**src/rtl/avg_count_ctrl.sv**
```systemverilog
// Running-average event counter sequencer: start/pause/resume/clear control.
// Optional key debounce enabled by defining AVG_CTRL_DEBOUNCE_EN.
module avg_count_ctrl #(
    parameter int PEND_W     = 8,
    parameter int CLR_CYCLES = 4,
    parameter int DB_CYCLES  = 16
) (
    input  logic              clk,
    input  logic              rst,
    input  logic              key_start_n,
    input  logic              key_pause_n,
    input  logic              key_clear_n,
    input  logic              sample_vld,
    output logic              cnt_en,
    output logic              cnt_clr_n,
    output logic [2:0]        state,
    output logic [PEND_W-1:0] pend_cnt,
    output logic              pend_ovf
);

    typedef enum logic [2:0] {
        IDLE  = 3'd0,
        RUN   = 3'd1,
        PAUSE = 3'd2,
        DRAIN = 3'd3,
        CLEAR = 3'd4
    } state_t;

    localparam int CLR_W = $clog2(CLR_CYCLES + 1);
    localparam logic [CLR_W-1:0] CLR_LAST = CLR_W'(CLR_CYCLES - 1);
    localparam logic [PEND_W-1:0] PEND_MAX = '1;
    localparam logic [PEND_W-1:0] PEND_ONE = PEND_W'(1);

    // Key bit order: {clear, pause, start}
    logic [2:0] keys;
    logic [2:0] sync1;
    logic [2:0] sync2;
    logic [2:0] lvl;
    logic [2:0] lvl_prev;
    logic [2:0] cmd;

    assign keys = {key_clear_n, key_pause_n, key_start_n};

    always_ff @(posedge clk or negedge rst) begin
        if (!rst) begin
            sync1    <= '1;
            sync2    <= '1;
            lvl_prev <= '1;
            cmd      <= '0;
        end else begin
            sync1    <= keys;
            sync2    <= sync1;
            lvl_prev <= lvl;
            cmd      <= lvl_prev & ~lvl;
        end
    end

`ifdef AVG_CTRL_DEBOUNCE_EN
    localparam int DB_W = $clog2(DB_CYCLES + 1);
    localparam logic [DB_W-1:0] DB_LAST = DB_W'(DB_CYCLES - 1);

    logic [DB_W-1:0] db_cnt [3];

    // Level follows the synchronizer only after DB_CYCLES stable samples
    always_ff @(posedge clk or negedge rst) begin
        if (!rst) begin
            lvl <= '1;
            for (int i = 0; i < 3; i++) db_cnt[i] <= '0;
        end else begin
            for (int i = 0; i < 3; i++) begin
                if (sync2[i] == lvl[i]) begin
                    db_cnt[i] <= '0;
                end else if (db_cnt[i] == DB_LAST) begin
                    lvl[i]    <= sync2[i];
                    db_cnt[i] <= '0;
                end else begin
                    db_cnt[i] <= db_cnt[i] + 1'b1;
                end
            end
        end
    end
`else
    assign lvl = sync2;
`endif

    logic             do_start;
    logic             do_pause;
    logic             do_clear;
    logic             pend_full;
    logic             active;
    logic [CLR_W-1:0] clr_cnt;
    state_t           st;

    assign do_start  = cmd[0];
    assign do_pause  = cmd[1];
    assign do_clear  = cmd[2];
    assign pend_full = (pend_cnt == PEND_MAX);
    assign active    = st inside {IDLE, RUN, PAUSE, DRAIN};
    assign state     = st;

    always_ff @(posedge clk or negedge rst) begin
        if (!rst) begin
            st        <= IDLE;
            cnt_en    <= 1'b0;
            cnt_clr_n <= 1'b1;
            pend_cnt  <= '0;
            pend_ovf  <= 1'b0;
            clr_cnt   <= '0;
        end else begin
            cnt_en <= 1'b0;
            if (do_clear && active) begin
                st        <= CLEAR;
                cnt_clr_n <= 1'b0;
                clr_cnt   <= '0;
                pend_cnt  <= '0;
                pend_ovf  <= 1'b0;
            end else begin
                unique case (st)
                    IDLE: begin
                        if (do_start) st <= RUN;
                    end
                    RUN: begin
                        cnt_en <= sample_vld;
                        if (do_pause) st <= PAUSE;
                    end
                    PAUSE: begin
                        if (sample_vld) begin
                            if (pend_full) pend_ovf <= 1'b1;
                            else pend_cnt <= pend_cnt + 1'b1;
                        end
                        if (do_start)
                            st <= (pend_cnt != '0 || sample_vld) ? DRAIN : RUN;
                    end
                    DRAIN: begin
                        if (do_pause) begin
                            st <= PAUSE;
                            if (sample_vld) begin
                                if (pend_full) pend_ovf <= 1'b1;
                                else pend_cnt <= pend_cnt + 1'b1;
                            end
                        end else begin
                            cnt_en <= 1'b1;
                            // A new sample replaces the one drained this cycle
                            if (!sample_vld) begin
                                if (pend_cnt <= PEND_ONE) begin
                                    pend_cnt <= '0;
                                    st       <= RUN;
                                end else begin
                                    pend_cnt <= pend_cnt - 1'b1;
                                end
                            end
                        end
                    end
                    CLEAR: begin
                        pend_cnt <= '0;
                        pend_ovf <= 1'b0;
                        if (clr_cnt == CLR_LAST) begin
                            st        <= IDLE;
                            cnt_clr_n <= 1'b1;
                        end else begin
                            clr_cnt <= clr_cnt + 1'b1;
                        end
                    end
                    default: begin
                        st        <= IDLE;
                        cnt_clr_n <= 1'b1;
                    end
                endcase
            end
        end
    end

endmodule

```
**config.mk**
```make
export PLATFORM = sky130hd
export DESIGN_NAME = avg_count_ctrl
export DESIGN_NICKNAME = d
export VERILOG_FILES = /design/src/rtl/avg_count_ctrl.sv
export SDC_FILE = /design/constraint.sdc
export NUM_CORES = 1
export LEC_CHECK = 0
export ABC_AREA = 1
export BUFFER_PORTS_ARGS = -buffer_cell sky130_fd_sc_hd__buf_2
export CORE_ASPECT_RATIO = 0.6
export CORE_UTILIZATION = 60
export DETAILED_ROUTE_END_ITERATION = 6
export GPL_TIMING_DRIVEN = 0
export PLACE_DENSITY = 0.94
export RECOVER_POWER = 25
export SETUP_SLACK_MARGIN = 0.3
export SLEW_MARGIN = 25
export SYNTH_ARGS = -nofsm -noshare
export SYNTH_HDL_FRONTEND = slang
export SYNTH_SLANG_ARGS = --single-unit
```
**constraint.sdc**
```tcl
create_clock -name clk -period 4.4 [get_ports clk]
set_clock_uncertainty 0.05 [all_clocks]
set_input_delay 0.22 -clock clk [delete_from_list [all_inputs] [get_ports clk]]
set_output_delay 0.22 -clock clk [all_outputs]
set_load 0.01 [all_outputs]
```
==> run summary <==
Yosys warning count - 0
WL per Instance - 13.50 um
Global route overflow - 0
Ant diodes - 0
Worst-path fanout max - 6
HP Class - input port to register
Sequential cell area fraction in the yosys report - 43.26%
Later-pin clock latency in the skew report - 0.28 ns
Post-CTS sizing - 0
Final hold vios - 0
I/O pin cnt - 20
Max incr delay on CP - 0.43 ns
Final Util - 76.74%
Global placer's final weighted congestion - 0.9845
Worst ir drop on vdd - 0.0003808 V
Via/cell ratio - 5.462
Tot Pwr - 1292 uW
Initial drt markers - 236
Initial antenna violation count - 0
Die Y - 43.31 um
Worst-path clk slew - 0.07 ns
Via count - 1584
Run status - completed
Dpl hpwl - 2772 um
CTS tree - built
H-tree Lvls - 2
Synthesized area per cell - 7.485 sq um
Layout area overhead - 16.57%
Crit path DAT - 2.01 ns
Fin worst setup slack - 2.501 ns
First-pass GRT wire length - 6672 um
Cells after synthesis - 228
RSZ-0062 raised after global routing - no
TritonRoute pass-1 iters - 7
Tcrit/Tclk final - 43.17%
CP Cell Sequence - inv_1 -> ha_1 -> o21ai_1 -> nor2_1 -> nand2_1 -> a21o_1 -> nand2_1 -> o21ai_1
Max cap viols - 0
CTS Buf Count - 5
CTS Root Cell - clkbuf_8
Antenna Nets Post-Route - 0
F_max - 526.5 MHz
CP Launch Type - register
Critical Path Slowest Stage Cell - dfrtp_1
Nets - 269
Worst Tran Pin Value - 1.484 ns
Share of layout cells above drive strength 1 - 20.16%
Synth Cell Area - 1707 sq um
Final setup TNS - 0 ns
Die area - 3069 sq um
Vias in the first global route - 1405
Minimum clock period - 1.899 ns
Syn Nets - 240
Initial Util - 65.83%
PortBufs - 18
Final Slew Violations - 0
DRC - 0
Largest net degree at the start of global routing - 30
WS Path Type - register to register
Filler cells - 198
Max transition margin - 1.074%
Worst slack, placed - 2.599 ns
WL final - 3914 um
GRT Overall Usage - 29.63%
FP Rows - 14
Die X - 70.85 um
Pwr dens - 649.4 nW/um^2
Final hold slack - 0.2613 ns
Leak - 0.001039 uW
Core area - 2592 sq um
FF+latch count, synth - 29
Required time worst endpoint - 4.51 ns
Final setup viols - 0
Clock sink count - 29
Crit. End Element - register
Distinct cells, synth - 27
Clock Tree Buf Depth - 2
[what timing repair did]
item / in CTS / in global routing
buffers inserted: 0 / 0
hold endpoints to repair: 22 / 0
hold buffers: 4 / 0
[cell usage after synthesis]
master / n / share of area [%]
xor2_1: 3 / 1.5
ha_1: 6 / 4.4
buf_6: 1 / 0.66
o21ai_0: 9 / 2.6
buf_4: 1 / 0.44
nand3_1: 24 / 7.0
nor3_1: 2 / 0.59
clkinv_1: 1 / 0.22
o211ai_1: 3 / 1.3
nand2_2: 5 / 1.8
nor2_4: 3 / 2.0
nor2_1: 15 / 3.3
buf_2: 1 / 0.29
a21o_1: 1 / 0.44
nor2_2: 2 / 0.73
inv_2: 6 / 1.3
dfstp_2: 10 / 15
dfrtp_1: 19 / 28
o21ai_1: 3 / 0.88
nand3_2: 1 / 0.59
inv_1: 23 / 5.1
a21oi_1: 2 / 0.59
nor3_4: 1 / 0.95
nand2_1: 79 / 17
nand4_1: 5 / 1.8
o22ai_1: 1 / 0.37
a31oi_1: 1 / 0.37
[path summary, 6_finish.rpt]
| path | from | end | slack (ns) | cells past startpoint |
|---|---|---|---|---|
| max | pend_cnt[0] | state[0] | 2.50 | 8 |
| min | sample_vld | pend_ovf | 0.26 | 3 |
| max reg2reg | pend_cnt[0] | state[0] | 2.50 | 8 |
| min reg2reg | sync1[1] | lvl[1] | 0.31 | 0 |
| max in group asynchronous | rst | state[0] | 2.66 | 2 |
| min in group asynchronous | rst | cmd[0] | 0.78 | 2 |
[where the power goes]
part           internal (uW)  leakage (uW)  switching [uW]  total [uW]
combinational            209      0.000632             401         610
clock                    169     0.0000543             108         277
sequential               335      0.000353            70.7         406
total                    713       0.00104             579        1290
[area by class of cell]
class	count	area (sq um)	area share, %
Buffer	3	23.77	1.195
Clock buffer	5	68.82	3.459
Clock inverter	3	46.29	2.327
Inverter	30	112.6	5.660
Multi-Input combinational cell	166	832.0	41.82
Sequential cell	29	738.2	37.11
Tap cell	32	40.04	2.013
Timing Repair Buffer	22	127.6	6.415
[placed cells by master (no fill, tap or decap)]
| cell type | instances |
|---|---|
| o21ai_1 | 3 |
| nand2_2 | 5 |
| clkbuf_8 | 5 |
| nor2_4 | 3 |
| clkinv_1 | 1 |
| inv_2 | 6 |
| bufinv_16 | 1 |
| xor2_1 | 3 |
| o21ai_0 | 9 |
| dlygate4sd3_1 | 4 |
| dfrtp_1 | 19 |
| a21o_1 | 1 |
| o211ai_1 | 3 |
| ha_1 | 6 |
| clkinvlp_4 | 1 |
| dfstp_1 | 3 |
| dfstp_2 | 7 |
| nand3_1 | 24 |
| nand3_2 | 1 |
| nor3_1 | 2 |
| buf_2 | 17 |
| a21oi_1 | 2 |
| inv_1 | 23 |
| nand2_1 | 79 |
| buf_6 | 1 |
| nand4_1 | 5 |
| nor2_1 | 15 |
| nor2_2 | 2 |
| a31oi_1 | 1 |
| nor3_4 | 1 |
| clkinv_4 | 1 |
| buf_4 | 1 |
| o22ai_1 | 1 |
| clkbuf_1 | 2 |
[state kept, by name, indices dropped and copies added, names as in the netlist]
| name | count |
|---|---|
| cnt_en | 1 |
| cmd | 3 |
| lvl_prev | 3 |
| cnt_clr_n | 1 |
| lvl | 3 |
| pend_ovf | 1 |
| pend_cnt | 8 |
| sync1 | 3 |
| state | 3 |
| clr_cnt | 3 |
[metrics by stage]
step	area [sq um]	std cells
global placement	1837	278
floorplan	1707	228
global route	1989	290
finish	1989	290
detailed placement	1837	278
CTS	1992	290
[logic make-up (layout without fill, tap and decap cells)]
kind of cell	after synthesis	in the layout	share of synthesized area, %
compound gates	20	20	6.598
simple gates	137	137	36.22
flops	29	29	43.26
xor+xnor	3	3	1.540
fa+ha+maj	6	6	4.399
buf+inv	33	63	7.991
[critical path, delay by kind of cell (launching register included)]
family	cells	cell delay, ns
AO/OA/AOI/OAI	3	0.38
adder cells (fa/ha/maj)	1	0.29
buffers and inverters	1	0.18
flip-flops	1	0.43
AND/OR/NAND/NOR	3	0.45
[routing by layer]
metal / GRT usage [%] / share of wire [%] / up-vias
met5: 0 / 0 / -
met4: 12.00 / 1.0 / 0
met3: 10.21 / 11 / 4
met2: 41.15 / 42 / 86
met1: 42.57 / 46 / 712
li1: - / - / 782
(Power assumes the default switching activity.)
